--- src/rtl/fast_cmd_scheduler.sv ---
// ETROC2 fast-command scheduler: free-running orbit counter, once-per-orbit BCR,
// charge-injection -> L1A burst sequencer and a fixed-priority merge of every
// fast-command source into a single registered 4-bit code per clock.
module fast_cmd_scheduler #(
    parameter int unsigned ORBIT_LEN = 3564,
    parameter int unsigned BXW       = 12,
    parameter int unsigned DLYW      = 8,
    parameter int unsigned REPW      = 8
) (
    input  logic            clk,
    input  logic            rstn,
    input  logic            enable,
    input  logic [BXW-1:0]  bcr_offset,
    input  logic            linkreset_req,
    input  logic            ext_l1a,
    input  logic            qinj_req,
    input  logic [BXW-1:0]  qinj_bx,
    input  logic [DLYW-1:0] qinj_dly,
    input  logic [REPW-1:0] qinj_repeat,
    output logic [3:0]      fc_cmd,
    output logic [BXW-1:0]  bx_cnt,
    output logic            busy,
    output logic            done
);

    localparam logic [3:0] FC_IDLE      = 4'd0;
    localparam logic [3:0] FC_LINKRESET = 4'd1;
    localparam logic [3:0] FC_BCR       = 4'd2;
    localparam logic [3:0] FC_QINJ      = 4'd5;
    localparam logic [3:0] FC_L1A       = 4'd6;
    localparam logic [3:0] FC_L1A_BCR   = 4'd7;

    localparam logic [BXW-1:0] BX_LAST = BXW'(ORBIT_LEN - 1);

    typedef enum logic [2:0] {
        S_IDLE,
        S_ARMED,
        S_INJ,
        S_WAIT,
        S_L1A
    } state_t;

    state_t          state, state_next;
    logic [BXW-1:0]  bx_next;
    logic [BXW-1:0]  inj_bx, inj_bx_next;
    logic [DLYW-1:0] inj_dly, inj_dly_next;
    logic [DLYW-1:0] dly_cnt, dly_cnt_next;
    logic [REPW-1:0] rem, rem_next;
    logic            lr_pend, lr_pend_next;
    logic            done_next;
    logic [3:0]      fc_next;

    logic            lr_req, bcr_req, inj_match, inj_req, fsm_l1a_req, any_l1a;
    logic            lr_grant, inj_grant, l1a_grant;

    // Orbit counter: wraps at the orbit length, parked at 0 while disabled
    always_comb begin
        bx_next = '0;
        if (enable) begin
            bx_next = (bx_cnt == BX_LAST) ? '0 : bx_cnt + BXW'(1);
        end
    end

    // Request collection and fixed-priority selection of the next fast command
    always_comb begin
        lr_req      = lr_pend | linkreset_req;
        bcr_req     = enable & (bx_cnt == bcr_offset);
        // an armed burst requests its chargeInj in the very clock its slot comes up
        inj_match   = enable & (state == S_ARMED) & (bx_cnt == inj_bx);
        inj_req     = inj_match | (enable & (state == S_INJ));
        fsm_l1a_req = enable & (state == S_L1A);
        any_l1a     = ext_l1a | fsm_l1a_req;

        fc_next   = FC_IDLE;
        lr_grant  = 1'b0;
        inj_grant = 1'b0;
        l1a_grant = 1'b0;
        if (lr_req) begin
            fc_next  = FC_LINKRESET;
            lr_grant = 1'b1;
        end else if (bcr_req && any_l1a) begin
            fc_next   = FC_L1A_BCR;
            l1a_grant = fsm_l1a_req;
        end else if (bcr_req) begin
            fc_next = FC_BCR;
        end else if (any_l1a) begin
            fc_next   = FC_L1A;
            l1a_grant = fsm_l1a_req;
        end else if (inj_req) begin
            fc_next   = FC_QINJ;
            inj_grant = 1'b1;
        end
        lr_pend_next = lr_req & ~lr_grant;
    end

    // Burst sequencer next-state: arm, inject, wait the delay, trigger, repeat
    always_comb begin
        state_next   = state;
        inj_bx_next  = inj_bx;
        inj_dly_next = inj_dly;
        dly_cnt_next = dly_cnt;
        rem_next     = rem;
        done_next    = 1'b0;
        if (!enable) begin
            state_next = S_IDLE;
        end else begin
            case (state)
                S_IDLE: begin
                    if (qinj_req) begin
                        inj_bx_next  = qinj_bx;
                        inj_dly_next = (qinj_dly == '0) ? DLYW'(1) : qinj_dly;
                        rem_next     = (qinj_repeat == '0) ? REPW'(1) : qinj_repeat;
                        state_next   = S_ARMED;
                    end
                end
                S_ARMED, S_INJ: begin
                    if (inj_grant) begin
                        // L1A is due inj_dly clocks after the granted chargeInj
                        dly_cnt_next = inj_dly;
                        state_next   = (inj_dly == DLYW'(1)) ? S_L1A : S_WAIT;
                    end else if (inj_match) begin
                        state_next = S_INJ;
                    end
                end
                S_WAIT: begin
                    dly_cnt_next = dly_cnt - DLYW'(1);
                    if (dly_cnt <= DLYW'(2)) begin
                        state_next = S_L1A;
                    end
                end
                S_L1A: begin
                    if (l1a_grant) begin
                        rem_next = rem - REPW'(1);
                        if (rem == REPW'(1)) begin
                            done_next  = 1'b1;
                            state_next = S_IDLE;
                        end else begin
                            state_next = S_ARMED;
                        end
                    end
                end
                default: state_next = S_IDLE;
            endcase
        end
    end

    // State, counters and registered outputs
    always_ff @(posedge clk or negedge rstn) begin
        if (!rstn) begin
            state   <= S_IDLE;
            bx_cnt  <= '0;
            inj_bx  <= '0;
            inj_dly <= '0;
            dly_cnt <= '0;
            rem     <= '0;
            lr_pend <= 1'b0;
            fc_cmd  <= FC_IDLE;
            busy    <= 1'b0;
            done    <= 1'b0;
        end else begin
            state   <= state_next;
            bx_cnt  <= bx_next;
            inj_bx  <= inj_bx_next;
            inj_dly <= inj_dly_next;
            dly_cnt <= dly_cnt_next;
            rem     <= rem_next;
            lr_pend <= lr_pend_next;
            fc_cmd  <= fc_next;
            busy    <= (state_next != S_IDLE);
            done    <= done_next;
        end
    end

endmodule

--- config.mk ---
export PLATFORM = sky130hd
export DESIGN_NAME = fast_cmd_scheduler
export DESIGN_NICKNAME = d
export VERILOG_FILES = /design/src/rtl/fast_cmd_scheduler.sv
export SDC_FILE = /design/constraint.sdc
export NUM_CORES = 1
export LEC_CHECK = 0
export CAP_MARGIN = 15
export CORE_ASPECT_RATIO = 0.7
export CORE_MARGIN = 10
export CORE_UTILIZATION = 45
export CTS_CLUSTER_DIAMETER = 60
export CTS_CLUSTER_SIZE = 8
export DETAILED_ROUTE_END_ITERATION = 8
export PLACE_DENSITY = 0.72
export REMOVE_ABC_BUFFERS = 1
export SLEW_MARGIN = 20
export SYNTH_ARGS = -nofsm -noshare
export SYNTH_HDL_FRONTEND = slang
export SYNTH_SLANG_ARGS = --single-unit
--- constraint.sdc ---
create_clock -name clk -period 2.85 [get_ports clk]
set_clock_uncertainty 0.2 [all_clocks]
set_input_delay 0.7125 -clock clk [delete_from_list [all_inputs] [get_ports clk]]
set_output_delay 0.7125 -clock clk [all_outputs]
set_load 0.02 [all_outputs]
==> metrics.txt <==
status complete, no violations; top cell type's share of synthesized area 0.4531; PnR worst setup slack roughly 0.12 ns; Clock Path Buffers 2; crit path max fanout 4; DR WL/cell between 15 and 20 um; maximum clock rate 366.8 MHz; worst vdd ir 301.5 uV; period utilisation layout 0.9565; CP peak stage delay about 0.48 ns; Syn. warnings 0; Yosys reg bits 56; CP max stage cell clkdlybuf4s50_1; setup bufs post-CTS 0; post-synthesis cell type count 47; power density cells 447.9 mW/mm2; Lkg Pwr between 1.5 and 2 nW; via count around 2600; Slew HR 0.5632; drt drc 0; pre-CTS WS -0.2171 ns; routed vias/inst between 5 and 6; initial core utilization 0.4599; Worst Path Required about 2.9 ns; Crit path max-delay family simple AND/OR/NAND/NOR gates; Final ANT Viol Nets 0; combinational fraction of design power 0.196; total power approximately 1.8 mW; fin crit period roughly 2.7 ns; sw frac 0.2814; max cap viols 0; Setup Viol. Count Final 0; vias in the first global route roughly 2600; routed wire length ~7.7 mm; core region area roughly 0.0067 mm2; total routing usage reported by global routing 0.1477; slew at the pin closest to its max-slew limit between 0.6 and 0.7 ns; Reg power frac 0.560; Final Non-Filler Cells 485; TritonCTS Buffers 5; Sw Pwr about 500 uW; Synth area leaders dfrtp_1 45%, xnor2_1 8.2%, mux2_2 6.9%; DR pass1 iterations 4; Layout area overhead 27.55%; CTS Hold Bufs 0; CP bufs+invs 1; share of cells above drive strength 1 0.1176; cells after synthesis between 300 and 400; CP Cell Sequence clkdlybuf4s50_1 > nand2b_1 > or3_4 > nor4_4 > o2111ai_1 > and2_1 > a221o_1; initial antenna violation count 0; DP HPWL about 6 mm; Root Driver clkbuf_8; Skew-Pair Late Insertion Delay ~0.31 ns; critical path arrival about 2.7 ns; first-pass GRT wire length 12.99 mm; Die Area approximately 0.011 mm2; io pins 64; clock slew at reported path FFs approximately 0.10 ns; Crit. End Element register; Seq/Total Area, Yosys 0.4531; Synth Flop Type dfrtp_1; Port Buffers 62; Clock power frac 0.244; row cnt 25; post-CTS sizing 0; crit path kind in -> reg; diodes inserted 0; grt ovf 0; Async S/R FF share, synth 1.000; hold slack between 0.2 and 0.25 ns; Die H between 80 and 90 um; Worst Hold Class in -> async; largest net degree at the start of global routing 30; 1st-iter DRT viols slightly above 200; fillers around 600; Final Wtd Congestion 0.8775; Mean Syn Cell Area between 9 and 10 um2; Final Hold Viols 0; Die W approximately 120 um; RSZ-0062 raised after global routing no; max-slew violations 0; H-Tree Level Count 2; Worst Setup Start Kind input pin; Yosys top cell by area dfrtp_1; setup TNS 0 ns; # placed instances between 400 and 500; Pint ~1.3 mW; CTS tree built; clk sinks 56; Mapped Area slightly above 0.003 mm2; final-stage net count approximately 440; Post-synth EDFFs 0
## layer usage
metal / routed length [um] / up-vias / global-route usage
li1: - / 1269 / -
met1: 4003 / 1232 / 0.2078
met2: 3241 / 72 / 0.2263
met3: 386 / 5 / 0.03659
met4: 28 / 0 / 0.02541
met5: 0 / - / 0
## power groups by stage
stage | sequential [mW] | clock [mW] | combinational, mW
after CTS | 0.987 | 0.453 | 0.350
after global routing | 1.00 | 0.479 | 0.385
after detailed placement | 1.00 | 0 | 0.349
after global placement | 0.998 | 0 | 0.339
final | 0.990 | 0.431 | 0.346
after floorplan | 0.982 | 0 | 0.199
## Yosys cell counts (3+ instances only)
cell,n
and3_1,5
nor2_1,32
xor2_1,6
dfrtp_1,56
nor3b_1,3
ha_1,5
a22oi_1,3
nor3_1,8
mux2_2,19
nand3_1,22
nand2b_1,6
a21oi_1,23
nand4_1,5
clkbuf_1,12
o211ai_1,5
a31oi_1,4
xnor2_1,29
inv_1,9
buf_2,3
o21ai_0,14
nor4_1,7
nand2_1,17
## cell families (layout without fill, tap and decap cells)
| group | count (synthesis) | after routing | synth area share |
|---|---|---|---|
| AOI/OAI and AO/OA | 63 | 63 | 0.1230 |
| DFF | 56 | 56 | 0.4531 |
| muxes | 19 | 19 | 0.06918 |
| buffers and inverters | 28 | 96 | 0.04126 |
| other | 1 | 1 | 0.001212 |
| and+or+nand+nor | 116 | 116 | 0.1930 |
| adders and majority gates | 5 | 5 | 0.02023 |
| xor gates and xnor gates | 35 | 35 | 0.09911 |
## sequential cells by signal, summed over array words and instances, names as in the netlist
| signal | count |
|---|---|
| busy | 1 |
| dly_cnt | 8 |
| rem | 8 |
| done | 1 |
| bx_cnt | 12 |
| inj_bx | 12 |
| fc_cmd | 3 |
| state | 3 |
| inj_dly | 8 |
## path summary, 6_finish.rpt
| path | start | endpoint | slack [ns] | cells after the start |
|---|---|---|---|---|
| worst max-delay path | enable | dly_cnt[0] | 0.12 | 7 |
| worst min-delay path | rstn | inj_bx[1] | 0.22 | 1 |
| worst max register to register | state[2] | dly_cnt[0] | 0.46 | 6 |
| worst min register to register | inj_bx[8] | inj_bx[8] | 0.34 | 1 |
| max in group asynchronous | rstn | rem[7] | 1.58 | 2 |
| min in group clk | inj_bx[8] | inj_bx[8] | 0.34 | 1 |
## cells in the final DEF, fill, tap and decap left out, drive strengths merged, types with 2 or more instances in the layout
master,n
clkdlybuf4s50,61
dfrtp,56
nor2,32
xnor2,29
a21oi,23
nand3,22
mux2,19
buf,18
nand2,17
o21ai,16
inv,9
nor3,8
nor4,8
clkbuf,7
nand2b,6
xor2,6
nand4,5
and3,5
o211ai,5
ha,5
a31oi,4
nor3b,3
a22oi,3
and2,3
nor2b,2
o22a,2
## final cells by class
| type | count | area, um2 | share of cell area |
|---|---|---|---|
| Timing Repair Buffer | 79 | 743.2 | 0.1884 |
| Clock inverter | 1 | 8.758 | 0.002220 |
| Inverter | 9 | 33.78 | 0.008563 |
| Tap cell | 94 | 117.6 | 0.02981 |
| Sequential cell | 56 | 1401 | 0.3552 |
| Clock buffer | 7 | 76.32 | 0.01935 |
| Multi-Input combinational cell | 239 | 1564 | 0.3964 |
## through the flow
| step | util | area, um2 |
|---|---|---|
| after floorplan | - | 2999 |
| after global placement | 0.5740 | 3860 |
| after detailed placement | 0.5740 | 3860 |
| after CTS | 0.5866 | 3945 |
| after global routing | 0.5866 | 3945 |
| final | 0.5866 | 3945 |
No activity file was read; power rests on OpenSTA's default activity.
==> RTL edit 1, RTL diff (same flow settings) <==
Reset style: synchronous (`rstn`), changed in one clocked block.
--- a/src/rtl/fast_cmd_scheduler.sv
+++ b/src/rtl/fast_cmd_scheduler.sv
@@ -146,5 +146,5 @@
 
     // State, counters and registered outputs
-    always_ff @(posedge clk or negedge rstn) begin
+    always_ff @(posedge clk) begin
         if (!rstn) begin
             state   <= S_IDLE;
Formal check against the unedited RTL: differs if rstn is asserted again (counterexample within 4 cycles, from zero or initial values and one cycle with rstn low); with rstn held inactive, the same outputs for 10 cycles.
==> RTL edit 1 against the unedited design <==
Routed wire length up 7.7%. Sequential power down 16%. Count of clock-buffer cells in the layout down 2. Via count up 14%. Synthesized area up 0.36%. Sequential share of layout area down 7.3 points. Critical endpoint is now dly_cnt[0]$_SDFFE_PN0P_. Power down 16%. Design area up 0.76%. Critical path type unchanged. Sequential cell count unchanged. Fmax about the same. Worst setup slack worse by 1.5 ps. Critical path depth up 1. Non-clock buffer count up 7. Combinational power down 26%.
==> RTL edit 1: results <==
[layout]
drive_above_1_share_pct = 8.93
final_nets = 512
fill_cells = 633

[yosys]
yosysUniqueCellTypes = 61
async_flop_share_pct = 0
synthTopCellsByArea = dfxtp_1 36%, xor2_1 7.6%, a21oi_1 6.8%
seq_area_frac_synth_pct = 36.1

[global_route]
first_global_vias = 2804
grt_pass1_wl_um = 13900
met3_usage_pct = 3.28
met1_usage_pct = 22.8
use_met2_pct = 23.7
grt_max_degree = 23

[placement]
place.gp.congestion = 0.892
dp_hpwl_um = 6520
post-place-ws_ps = -227
placed_cells = 548

[routing]
first_iter_violations = 189
dr_total_vias = 2946
routed_wl_um = 8250

[critical_path]
critPathMaxFanout = 10
crit_arrival_ps = 2790

[min_path]
hold_path.class = flip-flop to flip-flop

[timing]
max_slew_margin_pct = 63.3

[status]
status = finished clean

[pwr]
power_per_cell_area_nw_per_um2 = 374
vdd_drop_max_uv = 260
-- RTL edit 1: metrics by stage --
stage	TNS (ps)	power (mW)
6_report	0	1.49
3_3_place_gp	-810	1.10
3_5_place_dp	-1320	1.10
4_1_cts	0	1.49
5_1_grt	0	1.56
2_1_floorplan	0	0.961
-- RTL edit 1: cell type report --
cell class | count | area share (%)
Inverter | 9 | 0.850
Tap cell | 94 | 2.96
Multi-Input combinational cell | 303 | 45.8
Clock buffer | 5 | 1.73
Sequential cell | 56 | 28.2
Timing Repair Buffer | 86 | 20.5
-- RTL edit 1: worst register-to-register path: stages (launching register included) --
cell,delay (ps)
dfxtp_1,530
xor2_2,140
nor4_4,340
nand4_2,150
o32a_2,450
or2_1,330
o311ai_1,290
-- RTL edit 1: path summary, 6_finish.rpt --
check                                from                 endpoint  slack, ps  cells after the start
setup / recovery            bcr_offset[8]  dly_cnt[0]$_SDFFE_PN0P_        120                      8
hold / removal    dly_cnt[6]$_SDFFE_PN0P_  dly_cnt[6]$_SDFFE_PN0P_        270                      2
setup reg to reg     bx_cnt[4]$_SDFF_PP0_  dly_cnt[5]$_SDFFE_PN0P_        340                      6
hold reg to reg   dly_cnt[6]$_SDFFE_PN0P_  dly_cnt[6]$_SDFFE_PN0P_        270                      2
-- RTL edit 1: kinds of logic after synthesis --
family	synth area share [%]
flops	36.1
other cells	0.121
buf+inv	5.28
xor+xnor	9.51
fa+ha+maj	2.02
simple gates	28.1
compound gates	18.8
-- RTL edit 1: power breakdown --
part	total, mW	leakage [nW]	internal, mW	switching (mW)
clock	0.403	0.0359	0.160	0.243
sequential	0.827	0.455	0.807	0.0207
combinational	0.256	1.02	0.135	0.121
-- RTL edit 1: layer usage --
metal,wire [µm],up-vias
li1,-,1508
met1,4310,1352
met2,3430,79
met3,445,7
met4,55,0
met5,0,-
-- RTL edit 1: what timing repair did --
action,in CTS,in global routing
setup endpoints to repair,0,1
gates resized for setup,0,1
endpoints found under the hold margin,0,0
==> RTL edit 2, RTL diff (config.mk and constraints unchanged) <==
Made on the original files. Set the parameter `DLYW` to 7 (it was 8).
--- a/src/rtl/fast_cmd_scheduler.sv
+++ b/src/rtl/fast_cmd_scheduler.sv
@@ -5,5 +5,5 @@
     parameter int unsigned ORBIT_LEN = 3564,
     parameter int unsigned BXW       = 12,
-    parameter int unsigned DLYW      = 8,
+    parameter int unsigned DLYW      = 7,
     parameter int unsigned REPW      = 8
 ) (
Ports: changed (resized qinj_dly); port bits go from 64 to 63. The function was not compared with the original's and may differ.
==> RTL edit 2 against the unedited design <==
Sequential cell count fell by 2. Power increased by 13%. Sequential share of layout area down 2.1 points. Routed wire length grew 1.0%. Largest cell class unchanged. Non-clock buffer count up 8. Critical path type is now flip-flop to flip-flop. Design area increased by 2.6%. Worst setup slack better by 80 ps. Synthesized area decreased by 0.69%. Synthesized cell count is 1.9% lower.
==> RTL edit 2: results <==
[status]
status = finished clean

[timing]
worst_pin_slew_ps = 695
final_max_slew_viol_count = 0

[critical_path]
crit_arrival_ps = 2650
slowest_delay_ps = 530
cp_slowest_cell = or4_4
reg2reg_depth = 7
critPathMaxFanout = 8

[yosys]
yosysUniqueCellTypes = 47
yosysWarnings = 0
synthTopCellsByCount = 54 x dfrtp_1, 29 x nor2_1, 26 x xnor2_1
seq_area_frac_synth_pct = 44.0
synthTopCellsByArea = dfrtp_1 44%, xnor2_1 7.4%, mux2_2 7.0%

[clock_network]
clockBufferDepth = 2
clock_latency_ps = 320
cts_buffers = 5
htree_levels = 2

[placement]
dp_hpwl_um = 6030
post-place-ws_ps = -416
port_buffers = 61
place.gp.congestion = 0.846

[routing]
dr_total_vias = 2560
routed_wl_um = 7740
first_iter_violations = 176

[global_route]
grt_max_degree = 25
grt_pass1_wl_um = 13100
grt.total_usage_pct = 15.0

[pwr]
power_leakage_nw = 1.65
vdd_drop_max_uv = 310
p_switching_mw = 0.535

[layout]
final_nets = 442
largest_registers = bx_cnt: 12 flops, inj_bx: 12 flops, rem: 8 flops
fill_cells = 590
drive_above_1_share_pct = 17.8

[min_path]
hold_path.class = input pin to async pin
-- RTL edit 2: path summary, 6_finish.rpt --
kind,startpoint,endpoint,slack (ps)
max in group asynchronous,rstn,fc_cmd[1]$_DFF_PN0_,1730
hold reg to reg,inj_bx[1]$_DFFE_PN0P_,inj_bx[1]$_DFFE_PN0P_,340
setup reg to reg,state[2]$_DFF_PN0_,dly_cnt[3]$_DFFE_PN0P_,200
min in group clk,inj_bx[1]$_DFFE_PN0P_,inj_bx[1]$_DFFE_PN0P_,340
setup / recovery,state[2]$_DFF_PN0_,dly_cnt[3]$_DFFE_PN0P_,200
hold / removal,rstn,inj_bx[1]$_DFFE_PN0P_,80
-- RTL edit 2: routing by layer --
metal / GRT usage, % / wire [µm] / vias to the layer above
met5: 0 / 0 / -
met1: 21.3 / 3920 / 1222
met4: 2.98 / 38 / 0
li1: - / - / 1266
met2: 22.9 / 3400 / 67
met3: 3.47 / 383 / 5
-- RTL edit 2: cells by family after synthesis --
logic type / Yosys count / share of synthesized area [%]
AND/OR/NAND/NOR: 110 / 18.4
AO/OA/AOI/OAI: 64 / 12.7
XOR/XNOR: 34 / 10.4
buffers and inverters: 30 / 5.42
adder cells (fa/ha/maj): 5 / 2.04
flip-flops: 54 / 44.0
other: 1 / 0.122
multiplexers: 19 / 6.97
-- RTL edit 2: area by class of cell --
cell class,count,share of cell area [%]
Timing Repair Buffer,87,19.9
Tap cell,94,2.91
Inverter,11,1.02
Sequential cell,54,33.4
Multi-Input combinational cell,233,39.4
Clock buffer,5,1.70
Clock inverter,3,1.70
-- RTL edit 2: what timing repair did --
item                       4_1_cts  5_1_grt
hold buffers                     0        0
hold endpoints to repair         0        0
pin swaps                        1        4
gates resized for setup          2        5
setup endpoints to repair        3        5
-- RTL edit 2: critical path: cells and delay by family, from the launching register on --
kind,cells,cell delay [ps]
flip-flops,1,460
AND/OR/NAND/NOR,3,920
buffers and inverters,1,140
AO/OA/AOI/OAI,3,800
-- RTL edit 2: power by group through the flow --
| stage | Combinational, mW | Sequential [mW] | Clock [mW] |
|---|---|---|---|
| CTS | 0.400 | 0.976 | 0.629 |
| detailed placement | 0.397 | 0.991 | 0 |
| finish | 0.397 | 0.977 | 0.619 |
| floorplan | 0.228 | 0.974 | 0 |
| global route | 0.438 | 0.992 | 0.661 |
| global placement | 0.390 | 0.985 | 0 |
-- RTL edit 2: metrics by stage --
stage	cells	util (%)	hold WS (ps)	TNS, ps	cell area [µm²]
after floorplan	298	-	217	0	2950
final	487	60.5	79.5	0	4050
after global routing	487	60.5	91.5	0	4050
after detailed placement	479	57.7	320	-2660	3860
after global placement	479	57.7	311	-1920	3860
after CTS	487	60.0	84.7	0	4020
